===== src/rtl/mem_rd_req_gen_pkg.sv =====
// Shared definitions for the read-request generator.
// Holds the FSM encoding and the ROM entry field layout {type, base, offset, size, loop_max}.
package mem_rd_req_gen_pkg;

  typedef enum logic [2:0] {
    S_IDLE  = 3'd0,
    S_FETCH = 3'd1,
    S_LOAD  = 3'd2,
    S_REQ   = 3'd3,
    S_DONE  = 3'd4
  } state_t;

  // Field LSB positions inside a ROM entry; loop_max sits at bit 0.
  localparam int LOOP_LSB = 0;

  function automatic int size_lsb(input int loop_w);
    return loop_w;
  endfunction

  function automatic int offset_lsb(input int loop_w, input int size_w);
    return loop_w + size_w;
  endfunction

  function automatic int base_lsb(input int loop_w, input int size_w, input int off_w);
    return loop_w + size_w + off_w;
  endfunction

  function automatic int type_lsb(input int loop_w, input int size_w, input int off_w,
                                  input int base_w);
    return loop_w + size_w + off_w + base_w;
  endfunction

endpackage


===== src/rtl/mem_rd_req_gen_if.sv =====
// Config-ROM port and downstream read-request channel of the request generator.
interface mem_rd_req_gen_if #(
  parameter int ADDR_W        = 32,
  parameter int TX_SIZE_WIDTH = 20,
  parameter int D_TYPE_W      = 2,
  parameter int ROM_ADDR_W    = 6,
  parameter int ROM_WIDTH     = 80
);
  logic [ROM_ADDR_W-1:0]    rom_addr;
  logic [ROM_WIDTH-1:0]     rom_data;
  logic                     rd_ready;
  logic                     rd_req;
  logic [ADDR_W-1:0]        rd_addr;
  logic [TX_SIZE_WIDTH-1:0] rd_req_size;
  logic [D_TYPE_W-1:0]      rd_type;

  modport master (
    output rom_addr,
    input  rom_data,
    input  rd_ready,
    output rd_req,
    output rd_addr,
    output rd_req_size,
    output rd_type
  );

  modport slave (
    input  rom_addr,
    output rom_data,
    output rd_ready,
    input  rd_req,
    input  rd_addr,
    input  rd_req_size,
    input  rd_type
  );
endinterface


===== src/rtl/mem_rd_req_gen_stepper.sv =====
// Per-entry loop counter and address-offset accumulator for the request generator.
module mem_rd_addr_stepper #(
  parameter int ADDR_W        = 32,
  parameter int OFFSET_ADDR_W = 16,
  parameter int RD_LOOP_W     = 10
) (
  input  logic                     clk,
  input  logic                     reset,
  input  logic                     clear,
  input  logic                     step,
  input  logic [OFFSET_ADDR_W-1:0] offset,
  output logic [RD_LOOP_W-1:0]     count,
  output logic [ADDR_W-1:0]        addr_offset
);
  logic [RD_LOOP_W-1:0] r_count;
  logic [ADDR_W-1:0]    r_acc;

  // Clear wins over step; the accumulator wraps modulo 2^ADDR_W.
  always_ff @(posedge clk) begin
    if (!reset) begin
      r_count <= '0;
      r_acc   <= '0;
    end else if (clear) begin
      r_count <= '0;
      r_acc   <= '0;
    end else if (step) begin
      r_count <= r_count + RD_LOOP_W'(1);
      r_acc   <= r_acc + ADDR_W'(offset);
    end
  end

  assign count       = r_count;
  assign addr_offset = r_acc;
endmodule


===== src/rtl/mem_rd_req_gen.sv =====
// Walks config ROM entries 0..cfg_last_idx and issues loop_max+1 strided read
// requests per entry on the downstream channel.
module mem_rd_req_gen
  import mem_rd_req_gen_pkg::*;
#(
  parameter int ADDR_W        = 32,
  parameter int BASE_ADDR_W   = 32,
  parameter int OFFSET_ADDR_W = 16,
  parameter int TX_SIZE_WIDTH = 20,
  parameter int RD_LOOP_W     = 10,
  parameter int D_TYPE_W      = 2,
  parameter int ROM_ADDR_W    = 6,
  localparam int ROM_WIDTH    = D_TYPE_W + BASE_ADDR_W + OFFSET_ADDR_W + TX_SIZE_WIDTH + RD_LOOP_W
) (
  input  logic                  clk,
  input  logic                  reset,
  input  logic                  start,
  input  logic [ROM_ADDR_W-1:0] cfg_last_idx,
  mem_rd_req_gen_if.master      bus,
  output logic                  busy,
  output logic                  done
);
  localparam int SIZE_LSB = size_lsb(RD_LOOP_W);
  localparam int OFF_LSB  = offset_lsb(RD_LOOP_W, TX_SIZE_WIDTH);
  localparam int BASE_LSB = base_lsb(RD_LOOP_W, TX_SIZE_WIDTH, OFFSET_ADDR_W);
  localparam int TYPE_LSB = type_lsb(RD_LOOP_W, TX_SIZE_WIDTH, OFFSET_ADDR_W, BASE_ADDR_W);

  state_t                   r_state;
  state_t                   w_next_state;
  logic [ROM_ADDR_W-1:0]    r_idx;
  logic [ROM_ADDR_W-1:0]    r_last_idx;
  logic [D_TYPE_W-1:0]      r_type;
  logic [BASE_ADDR_W-1:0]   r_base;
  logic [OFFSET_ADDR_W-1:0] r_offset;
  logic [TX_SIZE_WIDTH-1:0] r_size;
  logic [RD_LOOP_W-1:0]     r_loop_max;

  logic                     w_clear;
  logic                     w_step;
  logic                     w_advance;
  logic [RD_LOOP_W-1:0]     w_count;
  logic [ADDR_W-1:0]        w_acc;

  mem_rd_addr_stepper #(
    .ADDR_W        (ADDR_W),
    .OFFSET_ADDR_W (OFFSET_ADDR_W),
    .RD_LOOP_W     (RD_LOOP_W)
  ) u_stepper (
    .clk         (clk),
    .reset       (reset),
    .clear       (w_clear),
    .step        (w_step),
    .offset      (r_offset),
    .count       (w_count),
    .addr_offset (w_acc)
  );

  always_comb begin
    w_next_state    = r_state;
    w_clear         = 1'b0;
    w_step          = 1'b0;
    w_advance       = 1'b0;
    busy            = (r_state != S_IDLE);
    done            = 1'b0;
    bus.rom_addr    = r_idx;
    bus.rd_req      = 1'b0;
    bus.rd_addr     = '0;
    bus.rd_req_size = '0;
    bus.rd_type     = '0;
    case (r_state)
      S_IDLE: begin
        if (start) begin
          w_next_state = S_FETCH;
          w_clear      = 1'b1;
        end
      end
      S_FETCH: w_next_state = S_LOAD;
      S_LOAD:  w_next_state = S_REQ;
      S_REQ: begin
        bus.rd_req      = bus.rd_ready;
        bus.rd_addr     = ADDR_W'(r_base) + w_acc;
        bus.rd_req_size = r_size;
        bus.rd_type     = r_type;
        // Each accepted request either steps within the entry or ends it.
        if (bus.rd_ready) begin
          if (w_count < r_loop_max) begin
            w_step = 1'b1;
          end else begin
            w_clear      = 1'b1;
            w_advance    = 1'b1;
            w_next_state = (r_idx == r_last_idx) ? S_DONE : S_FETCH;
          end
        end
      end
      S_DONE: begin
        done         = 1'b1;
        w_next_state = S_IDLE;
      end
      default: w_next_state = S_IDLE;
    endcase
  end

  always_ff @(posedge clk) begin
    if (!reset) begin
      r_state    <= S_IDLE;
      r_idx      <= '0;
      r_last_idx <= '0;
      r_type     <= '0;
      r_base     <= '0;
      r_offset   <= '0;
      r_size     <= '0;
      r_loop_max <= '0;
    end else begin
      r_state <= w_next_state;
      // The last index is captured once so mid-walk changes have no effect.
      if (r_state == S_IDLE && start) begin
        r_idx      <= '0;
        r_last_idx <= cfg_last_idx;
      end
      if (w_advance && r_idx != r_last_idx) begin
        r_idx <= r_idx + ROM_ADDR_W'(1);
      end
      if (r_state == S_LOAD) begin
        r_type     <= bus.rom_data[TYPE_LSB +: D_TYPE_W];
        r_base     <= bus.rom_data[BASE_LSB +: BASE_ADDR_W];
        r_offset   <= bus.rom_data[OFF_LSB +: OFFSET_ADDR_W];
        r_size     <= bus.rom_data[SIZE_LSB +: TX_SIZE_WIDTH];
        r_loop_max <= bus.rom_data[LOOP_LSB +: RD_LOOP_W];
      end
    end
  end
endmodule


===== src/flat_wrapper.sv =====
// flat-port wrapper written by rule: the top's interface ports become plain ports
module mem_rd_req_gen_flat import mem_rd_req_gen_pkg::*;
#(
  parameter int ADDR_W        = 32,
  parameter int BASE_ADDR_W   = 32,
  parameter int OFFSET_ADDR_W = 16,
  parameter int TX_SIZE_WIDTH = 20,
  parameter int RD_LOOP_W     = 10,
  parameter int D_TYPE_W      = 2,
  parameter int ROM_ADDR_W    = 6,
  localparam int ROM_WIDTH    = D_TYPE_W + BASE_ADDR_W + OFFSET_ADDR_W + TX_SIZE_WIDTH + RD_LOOP_W
)
  (clk, reset, start, cfg_last_idx, busy, done, bus_rom_addr, bus_rom_data, bus_rd_ready, bus_rd_req, bus_rd_addr, bus_rd_req_size, bus_rd_type);
  mem_rd_req_gen_if #(.ADDR_W(ADDR_W), .TX_SIZE_WIDTH(TX_SIZE_WIDTH), .D_TYPE_W(D_TYPE_W), .ROM_ADDR_W(ROM_ADDR_W), .ROM_WIDTH((80))) bus_i ();
  input  logic clk;
  input  logic reset;
  input  logic start;
  input  logic [ROM_ADDR_W-1:0] cfg_last_idx;
  output logic busy;
  output logic done;
  output wire logic [$bits(bus_i.rom_addr)-1:0] bus_rom_addr;
  input wire logic [$bits(bus_i.rom_data)-1:0] bus_rom_data;
  input wire logic [$bits(bus_i.rd_ready)-1:0] bus_rd_ready;
  output wire logic [$bits(bus_i.rd_req)-1:0] bus_rd_req;
  output wire logic [$bits(bus_i.rd_addr)-1:0] bus_rd_addr;
  output wire logic [$bits(bus_i.rd_req_size)-1:0] bus_rd_req_size;
  output wire logic [$bits(bus_i.rd_type)-1:0] bus_rd_type;
  assign bus_rom_addr = bus_i.rom_addr;
  assign bus_i.rom_data = bus_rom_data;
  assign bus_i.rd_ready = bus_rd_ready;
  assign bus_rd_req = bus_i.rd_req;
  assign bus_rd_addr = bus_i.rd_addr;
  assign bus_rd_req_size = bus_i.rd_req_size;
  assign bus_rd_type = bus_i.rd_type;
  mem_rd_req_gen #(.ADDR_W(ADDR_W), .BASE_ADDR_W(BASE_ADDR_W), .OFFSET_ADDR_W(OFFSET_ADDR_W), .TX_SIZE_WIDTH(TX_SIZE_WIDTH), .RD_LOOP_W(RD_LOOP_W), .D_TYPE_W(D_TYPE_W), .ROM_ADDR_W(ROM_ADDR_W)) u_core (.clk(clk), .reset(reset), .start(start), .cfg_last_idx(cfg_last_idx), .bus(bus_i), .busy(busy), .done(done));
endmodule

===== config.mk =====
export PLATFORM = sky130hd
export DESIGN_NAME = mem_rd_req_gen_flat
export DESIGN_NICKNAME = d
export VERILOG_FILES = /design/src/rtl/mem_rd_req_gen_pkg.sv /design/src/rtl/mem_rd_req_gen_if.sv /design/src/rtl/mem_rd_req_gen_stepper.sv /design/src/rtl/mem_rd_req_gen.sv /design/src/flat_wrapper.sv
export SDC_FILE = /design/constraint.sdc
export NUM_CORES = 1
export LEC_CHECK = 0
export CAP_MARGIN = 5
export CORE_MARGIN = 1
export CORE_UTILIZATION = 53
export DETAILED_ROUTE_END_ITERATION = 10
export HOLD_SLACK_MARGIN = 0.05
export PLACE_DENSITY = 0.81
export SETUP_SLACK_MARGIN = 0.4
export SYNTH_ARGS = -nofsm -noshare
export SYNTH_HDL_FRONTEND = slang
export SYNTH_SLANG_ARGS = --single-unit

===== constraint.sdc =====
create_clock -name clk -period 3 [get_ports clk]
set_input_delay 0.3 -clock clk [delete_from_list [all_inputs] [get_ports clk]]
set_output_delay 0.3 -clock clk [all_outputs]
set_load 0.01 [all_outputs]

**Yosys cells after proc, flatten, opt, wreduce, memory -nomap -nowiden**

Index checks and enable logic that the tools add are counted.
Widths: inputs -> output; s select.

- Output and inout port bits: 63
- Register bits after elaboration: 137
- Logic and storage cells: 52

- $add $sub $neg: 4
- Reduce and logical (&&, ||, !) cells: 7
- Order comparisons: 1
- Bitwise gates (word level): 1
- Eq/ne operators: 9
- Muxes and demuxes: 20

Operators with widths:

| cell | number |
|---|---|
| $add 32x16->32 | 1 |
| $add 32x32->32 | 1 |
| $mux 32 | 1 |
| $mux 20 | 1 |
| $mux 3 | 4 |
| $mux 6 | 2 |
| $pmux 3 s4 | 1 |
| $add 10x1->10 const B | 1 |
| $lt 10x10->1 | 1 |
| $mux 1 | 9 |
| $add 6x1->6 const B | 1 |
| $eq 3x2->1 const B | 2 |
| $eq 6x6->1 | 1 |
| $ne 2x2->1 const B | 3 |
| $ne 6x6->1 | 1 |
| $eq 3x1->1 const B | 1 |
| $eq 3x3->1 const B | 1 |
| $logic_not 3->1 | 1 |
| $reduce_and 3->1 | 1 |
| $reduce_bool 3->1 | 1 |
| $logic_and 1x1->1 | 2 |
| $mux 2 | 1 |
| $pmux 1 s2 | 1 |
| $reduce_bool 2->1 | 1 |
| 2 further kinds | 2 |

**Logic depth before layout (Yosys ltp)**

- Depth in word-level cells: 6
- Depth in mapped cells: 12
- Gate-level depth less buffers: 11

**Hierarchy**

From an unflattened synthesis, not the netlist that was laid out.

- Cells, all modules: 1101
- Area total of the unflattened synthesis: 8747.1 um2

Modules (own cells, without submodules):

| module | instances | area an instance (um2) | cells an instance |
|---|---|---|---|
| mem_rd_req_gen | 1 | 6008.3 | 773 |
| mem_rd_addr_stepper | 1 | 2738.9 | 328 |

**Worst setup path before layout**

Ideal clock, no wire load.

- Path type: reg2out
- Start point: reg u_core.u_stepper.r_acc[0] (netlist: u_core.u_stepper.addr_offset[0])
- End point: out bus_rd_addr[30]
- Arrival time: 2.410 ns
- Slack: 0.290 ns
- Cell stages (with the launch flop): 12
- Cells stage by stage: dfxtp_1 ha_1 inv_1 fa_1 nor2b_1 o31ai_1 a211oi_1 nor3_2 a21oi_2 nand4_1 and3_1 nor3_1

- Cells in the longest elaborated chain, start to end: 2

RTL lines:

| what | line | RTL |
|---|---|---|
| start: declaration | mem_rd_req_gen_stepper.sv:16 | `logic [ADDR_W-1:0] r_acc;` |
| start signal: assignment | mem_rd_req_gen_stepper.sv:28 | `r_acc <= r_acc + ADDR_W'(offset);` |
| $add 32x32->32 | mem_rd_req_gen.sv:81 | `bus.rd_addr = ADDR_W'(r_base) + w_acc;` |
| $mux 32 | mem_rd_req_gen.sv:70 | `case (r_state)` |
| end: declaration | flat_wrapper.sv:25 | `output wire logic [$bits(bus_i.rd_addr)-1:0] bus_rd_addr;` |

No other way between the ends.

**Worst setup path after layout**

- Start point: reg u_core.u_stepper.r_acc[11] (netlist: u_core.u_stepper.addr_offset[11])
- End point: out bus_rd_addr[30]

Same word-level chain as after synthesis.

==> impl_metrics.py <==
metrics = {
    "outcome": {
        "status": "finished, violations left",
        "failed_checks": "setup timing",
    },
    "critical_path": {
        "slowest_delay_ns": 0.40,
        "crit_start": "u_core.u_stepper.addr_offset[11]",
        "critical_path_class": "register to output port",
        "crit_chain": "ha_1 -> and3_4 -> a21bo_2 -> a21oi_1 -> nor3_4 -> a21oi_2 -> buf_6 -> nand4_1 -> and3_1 -> nor3_2 -> buf_2",
        "crit_arrival_ns": 2.98,
        "critPathMaxFanout": 6,
        "crit_buf_inv": 2,
        "reg2reg_from": "u_core.u_stepper.addr_offset[0]",
        "worstPathRequired_ns": 2.70,
        "r2r_cells": 15,
        "timing.rr.end": "u_core.u_stepper.addr_offset[24]",
        "r2r_setup_slack_ns": 0.17,
        "endpoint": "bus_rd_addr[30]",
        "endpoint_kind": "output port",
        "cp_slowest_cell": "ha_1",
        "critPathLaunchType": "register",
        "cpLargestDelayFamily": "compound AO/OA/AOI/OAI gates",
        "critical_path_depth": 11,
    },
    "routing": {
        "drcViolationCount": 0,
        "drt_pass1_iterations": 7,
        "vias": 8549,
        "met1_length_microns": 10700,
        "drt-total-wl_microns": 25800,
        "dr_wl_met2_microns": 12700,
        "avgRoutedWirePerCell_microns": 17.2,
        "post_drt_via_cell_ratio": 5.71,
        "dr.first_iter.drc_count": 734,
        "top_layer_used": "met4",
        "final_antenna_net_count": 0,
        "met3RoutedLength_microns": 1720,
    },
    "synth": {
        "netlist_instances": 1057,
        "synth_edf_count": 0,
        "synth_area_sq_um": 8260,
        "synth_flop_cell": "dfxtp_1",
        "synth_nets": 1207,
        "synthArstFlopShare_pct": 0,
        "ys_warn_count": 0,
        "synth_seq_cells": 137,
        "synth_area_per_cell_sq_um": 7.81,
        "ys_types": 63,
        "ys_seq_area_share_pct": 33.2,
    },
    "global_routing": {
        "grt_util_all_layers_pct": 29.2,
        "grt_pass1_wl_microns": 37700,
        "grt_pass1_vias": 7866,
        "antenna_found_initial": 0,
        "grt_start_max_net_pins": 81,
        "overflow": 0,
    },
    "cells_and_area": {
        "fin_nets": 1447,
        "syn2layout_area_growth_pct": 44.1,
        "fillers": 1017,
        "drive_gt1_share_pct": 23.4,
        "antenna_cells": 0,
    },
    "sta": {
        "timing.final.ws_setup_ns": -0.285,
        "fin_crit_ns": 3.28,
        "worstMarginPinSlew_ns": 0.882,
        "maxSlewHeadroom_pct": 41.2,
        "rsz0062_at_grt": "true",
        "final-hold-violation-count": 0,
        "totalNegativeSetupSlack_ns": -2.50,
        "fmax_ghz": 0.304,
        "slew_violations": 0,
        "fin_skew_ns": 0.00655,
        "finalCritPeriodShare_pct": 109,
        "setup_viol": 17,
    },
    "floorplan": {
        "die_h_microns": 127,
        "dieArea_sq_um": 16100,
        "core_area_sq_um": 15200,
        "num_rows": 45,
        "initial_core_util_pct": 54.3,
        "die_w_microns": 127,
        "ios": 153,
    },
    "job": {
        "cap_violations": 0,
    },
    "cts": {
        "cts_root_buffer": "clkbuf_16",
        "insertion_delay_ns": 0.43,
        "cts_buffers": 17,
        "tritoncts": "yes",
        "ctsHoldBuffers": 0,
        "htreeDepth": 4,
        "clkSlewWorstSetupHoldPaths_ns": 0.06,
        "clockBufferDepth": 2,
        "clock-sinks": 137,
    },
    "power": {
        "ir_drop_v": 0.000425,
        "power.density_nw_per_um2": 404,
        "p_leak_uw": 0.00489,
        "p_total_uw": 4810,
    },
    "placement": {
        "numPortBuffers": 152,
        "gp_congestion": 0.883,
        "dp_hpwl_microns": 15100,
    },
    "min_path": {
        "hold_path.class": "primary input to register",
    },
}
==> logic make-up (layout without fill, tap and decap cells) <==
| group | count (synthesis) | count (layout) | synth area share (%) |
|---|---|---|---|
| xor+xnor | 56 | 56 | 5.94 |
| simple gates | 455 | 455 | 25.3 |
| mux | 3 | 3 | 0.364 |
| fa+ha+maj | 60 | 60 | 9.27 |
| flops | 137 | 137 | 33.2 |
| compound gates | 268 | 268 | 22.4 |
| buf+inv | 78 | 331 | 3.61 |
==> report_power, final <==
part	switching (uW)	internal [uW]	total (uW)
Combinational	398	326	724
Clock	846	1280	2120
Sequential	62.5	1910	1970
Total	1310	3510	4810
==> routing by layer <==
| metal | vias up | GRT usage, % |
|---|---|---|
| li1 | 4107 | - |
| met1 | 4026 | 36.2 |
| met2 | 351 | 50.1 |
| met3 | 65 | 5.82 |
| met4 | 0 | 10.4 |
| met5 | - | 0 |
==> sequential cells by signal, summed over array words and instances, names as in the netlist <==
signal	cells
u_core.r_base	32
u_core.u_stepper.addr_offset	32
u_core.r_size	20
u_core.r_offset	16
u_core.r_loop_max	10
u_core.u_stepper.count	10
u_core.bus.rom_addr	6
u_core.r_last_idx	6
u_core.r_state	3
u_core.r_type	2
==> synthesized netlist by cell type (2+ instances only) <==
| library cell | n | area share (%) |
|---|---|---|
| a21o_1 | 25 | 2.3 |
| o21a_1 | 8 | 0.73 |
| fa_1 | 2 | 0.48 |
| a2111oi_4 | 2 | 0.67 |
| nand3_1 | 22 | 1.3 |
| o21ai_1 | 5 | 0.30 |
| nand2b_1 | 3 | 0.23 |
| a21boi_0 | 86 | 7.8 |
| o2111ai_1 | 2 | 0.21 |
| a211oi_1 | 8 | 0.73 |
| and2_1 | 29 | 2.2 |
| or2_2 | 3 | 0.23 |
| inv_1 | 28 | 1.3 |
| ha_1 | 58 | 8.8 |
| xnor2_1 | 26 | 2.8 |
| nand2_1 | 245 | 11 |
| o21ai_0 | 34 | 2.1 |
| a21oi_1 | 62 | 3.8 |
| a21boi_1 | 5 | 0.45 |
| o211ai_2 | 2 | 0.30 |
| mux2i_1 | 3 | 0.36 |
| buf_1 | 2 | 0.091 |
| o31ai_1 | 2 | 0.18 |
| nor3_1 | 21 | 1.3 |
| nand4_1 | 11 | 0.83 |
| clkbuf_1 | 44 | 2.0 |
| xor2_1 | 30 | 3.2 |
| or3b_1 | 3 | 0.32 |
| nor2_1 | 67 | 3.0 |
| and3_1 | 13 | 0.98 |
| o21bai_1 | 5 | 0.45 |
| a31oi_1 | 7 | 0.53 |
| a21oi_2 | 3 | 0.32 |
| buf_2 | 4 | 0.24 |
| nor2b_1 | 10 | 0.76 |
| nor4_1 | 4 | 0.30 |
| or3_1 | 11 | 0.83 |
| dfxtp_1 | 137 | 33 |
==> through the flow <==
stage          hold WS, ns  setup WS, ns  utilization [%]  instance area [sq um]  cells
2_1_floorplan        0.439         0.407                -                   8270   1057
3_3_place_gp         0.445        -0.174             68.8                  10500   1430
3_5_place_dp         0.452        -0.237             68.8                  10500   1430
4_1_cts              0.256       -0.0833             75.2                  11400   1481
5_1_grt              0.265        -0.416             78.3                  11900   1498
6_report             0.241        -0.285             78.3                  11900   1498
==> area by class of cell <==
type	instances	area, sq um	area share [%]
clock buffers	20	457	3.84
flip-flops and latches	137	2770	23.2
repair buffers	271	2350	19.7
well taps	188	235	1.98
inverters	28	105	0.883
multi-input cells	842	5850	49.2
clock inverters	12	139	1.17
==> repair_timing <==
item | in CTS | in global routing
setup buffers | 18 | 17
setup endpoints to repair | 39 | 46
pin swaps | 60 | 54
cloned | 1 | 0
gates resized for setup | 183 | 83
==> worst register-to-register path, cell delays in order, from the launching register on <==
cell	delay (ns)
dfxtp_4	0.35
buf_4	0.13
buf_6	0.11
ha_4	0.16
inv_2	0.06
fa_2	0.22
nor2b_2	0.05
o31a_1	0.29
o31ai_4	0.30
a31oi_1	0.11
buf_4	0.17
a211oi_4	0.29
buf_6	0.20
nor4_4	0.05
xnor2_1	0.18
nor2_1	0.05
==> how the worst min path moves through the flow <==
stage | startpoint | to | slack, ns | cells past startpoint
3_5_place_dp | u_core.r_size[3] | u_core.r_size[3] | 0.45 | 2
5_1_grt | reset | u_core.u_stepper.addr_offset[14] | 0.26 | 3
6_report | reset | u_core.u_stepper.addr_offset[14] | 0.24 | 3
3_3_place_gp | u_core.r_type[0] | u_core.r_type[0] | 0.44 | 2
2_1_floorplan | u_core.r_size[19] | u_core.r_size[19] | 0.44 | 2
4_1_cts | reset | u_core.u_stepper.addr_offset[14] | 0.26 | 3
==> cells in the final DEF, fill, tap and decap left out, types with 4 or more instances in the layout <==
cell,netlist,routed
a21o_1,25,25
a21boi_1,5,4
a21boi_0,86,86
o21ai_1,5,4
o21bai_1,5,4
o21ai_0,34,25
nand2_1,245,244
clkinvlp_4,0,4
a21oi_1,62,45
and3_1,13,10
dfxtp_1,137,119
ha_1,58,44
nand4_1,11,11
clkdlybuf4s50_1,0,122
nand3_1,22,21
xnor2_2,0,4
xnor2_1,26,22
clkbuf_16,0,17
nor3_2,1,7
a21oi_4,1,5
xor2_1,30,30
inv_1,28,25
and2_1,29,29
nor3_1,21,11
nor3_4,0,4
nor2b_1,10,8
nor2_1,67,66
a211oi_2,1,4
dfxtp_2,0,17
or3_1,11,10
o21ai_2,0,10
buf_6,0,18
buf_4,0,100
o21a_1,8,7
ha_4,0,12
buf_2,4,26
a21oi_2,3,16
Note: power is estimated with default switching activity, not from simulation.
==> edit, RTL diff (config.mk and constraints unchanged) <==
`OFFSET_ADDR_W` is set to 16 in 3 places; all go to 15.
--- a/src/rtl/mem_rd_req_gen_stepper.sv
+++ b/src/rtl/mem_rd_req_gen_stepper.sv
@@ -3,3 +3,3 @@
   parameter int ADDR_W        = 32,
-  parameter int OFFSET_ADDR_W = 16,
+  parameter int OFFSET_ADDR_W = 15,
   parameter int RD_LOOP_W     = 10
--- a/src/rtl/mem_rd_req_gen.sv
+++ b/src/rtl/mem_rd_req_gen.sv
@@ -7,3 +7,3 @@
   parameter int BASE_ADDR_W   = 32,
-  parameter int OFFSET_ADDR_W = 16,
+  parameter int OFFSET_ADDR_W = 15,
   parameter int TX_SIZE_WIDTH = 20,
--- a/src/flat_wrapper.sv
+++ b/src/flat_wrapper.sv
@@ -5,3 +5,3 @@
   parameter int BASE_ADDR_W   = 32,
-  parameter int OFFSET_ADDR_W = 16,
+  parameter int OFFSET_ADDR_W = 15,
   parameter int TX_SIZE_WIDTH = 20,
Behaviour: not the same (Yosys sat finds a counterexample within 4 cycles, from zero or initial values and one cycle with reset low).
==> edit against the original RTL <==
- critical endpoint is now bus_rd_addr[24]
- design area up 4.1%
- clock power about the same
- combinational power down 6.1%
- total power down 1.5%
- area after synthesis down 0.36%
- worst hold slack better by 97 ps
- largest cell class unchanged
- the run still ends with setup timing left
- maximum frequency down 9.7%
- routed wire length up 25%
- sequential cell count down 1
- worst setup slack worse by 350 ps
==> edit: results (changes against the original RTL) <==
set qor(gp_routability_congestion) 0.868 ;# was 0.883
set qor(clock_skew_ps) 13.2 ;# was 6.55 ps
set qor(setup_slack_ps) -638 ;# was -285 ps
set qor(pg_comb_mw) 0.680 ;# was 0.724 mW
set qor(violations) {setup timing} ;# unchanged
set qor(slowest_delay_ps) 380 ;# was 400 ps
set qor(dp_worst_setup_slack_ps) -503 ;# was -237 ps
set qor(whs_path_depth) 4 ;# was 3
set qor(layout.nets) 1471 ;# was 1447
set qor(detailroute.via_count) 9566 ;# was 8549
set qor(n_fill_cell) 905 ;# was 1017
set qor(sw_frac_of_total) 0.263 ;# was 0.271
set qor(nonClockBufferCount) 297 ;# was 271
set qor(finalSetupViolations) 32 ;# was 17
set qor(synthesis.nets) 1202 ;# was 1207
set qor(grt_max_degree) 94 ;# was 81
set qor(dr.pass1.iters) 8 ;# was 7
set qor(postSynthAreaPerCell_um2) 7.81 ;# about the same
set qor(synth-xor-area-share) 0.0468 ;# was 0.0594
set qor(final.signal_inverter_count) 34 ;# was 28
set qor(fraction_of_area_in_multi_input_gates) 0.490 ;# was 0.492
set qor(fin_util) 0.815 ;# was 0.783
set qor(worst-slew-pin-transition_ps) 1030 ;# was 882 ps
set qor(powerDensity_nw_per_um2) 383 ;# was 404 nW/um^2
set qor(timing.critical_path.fanout_max) 2 ;# was 6
set qor(seq_share) 0.221 ;# was 0.232
set qor(synth.yosys.seq_area_share) 0.331 ;# was 0.332
set qor(worst_path_max_delay_cell) {sky130_fd_sc_hd__fa_2} ;# was sky130_fd_sc_hd__ha_1
set qor(clock_tree_cell_share_of_total_cell_area) 0.0468 ;# was 0.0500
set qor(yosysUniqueCellTypes) 54 ;# was 63
set qor(run_status) {complete, but fails checks} ;# unchanged
set qor(rr_endpoint) {u_core.u_stepper.addr_offset[26]$_SDFFE_PP0P_} ;# was u_core.u_stepper.addr_offset[24]$_SDFFE_PP0P_
set qor(power_leakage_nw) 4.96 ;# was 4.89 nW
set qor(postSynthRegisterBits) 136 ;# was 137
set qor(post_synth_fa_ha_maj_area_fraction) 0.0915 ;# was 0.0927
set qor(drt-wirelength-per-cell_um) 21.2 ;# was 17.2 um
set qor(ys_top_cells_by_count) {sky130_fd_sc_hd__nand2_1, sky130_fd_sc_hd__dfxtp_1, sky130_fd_sc_hd__a21boi_0} ;# unchanged
set qor(global_route_usage_sum) 0.337 ;# was 0.292
set qor(first_global_vias) 8845 ;# was 7866
-- edit: per-layer routing --
| metal | up-vias | wire (um) | track usage | part of all wire |
|---|---|---|---|---|
| li1 | 4192 | - | - | - |
| met1 | 4439 | 11700 | 0.379 | 0.36 |
| met2 | 724 | 14900 | 0.587 | 0.46 |
| met3 | 211 | 3490 | 0.0924 | 0.11 |
| met4 | 0 | 2050 | 0.169 | 0.064 |
| met5 | - | 0 | 0 | 0 |
-- edit: repair_timing --
item,4_1_cts,5_1_grt
pin swaps,83,58
resized for setup,239,87
cloned,3,0
setup endpoints to repair,48,88
setup buffers,39,25
-- edit: metrics by stage --
stage                     setup TNS (ps)  hold WS, ps
after global routing              -10230          362
after floorplan                        0          432
after CTS                          -3340          290
after detailed placement           -2660          455
after global placement             -2060          447
final                              -8320          338
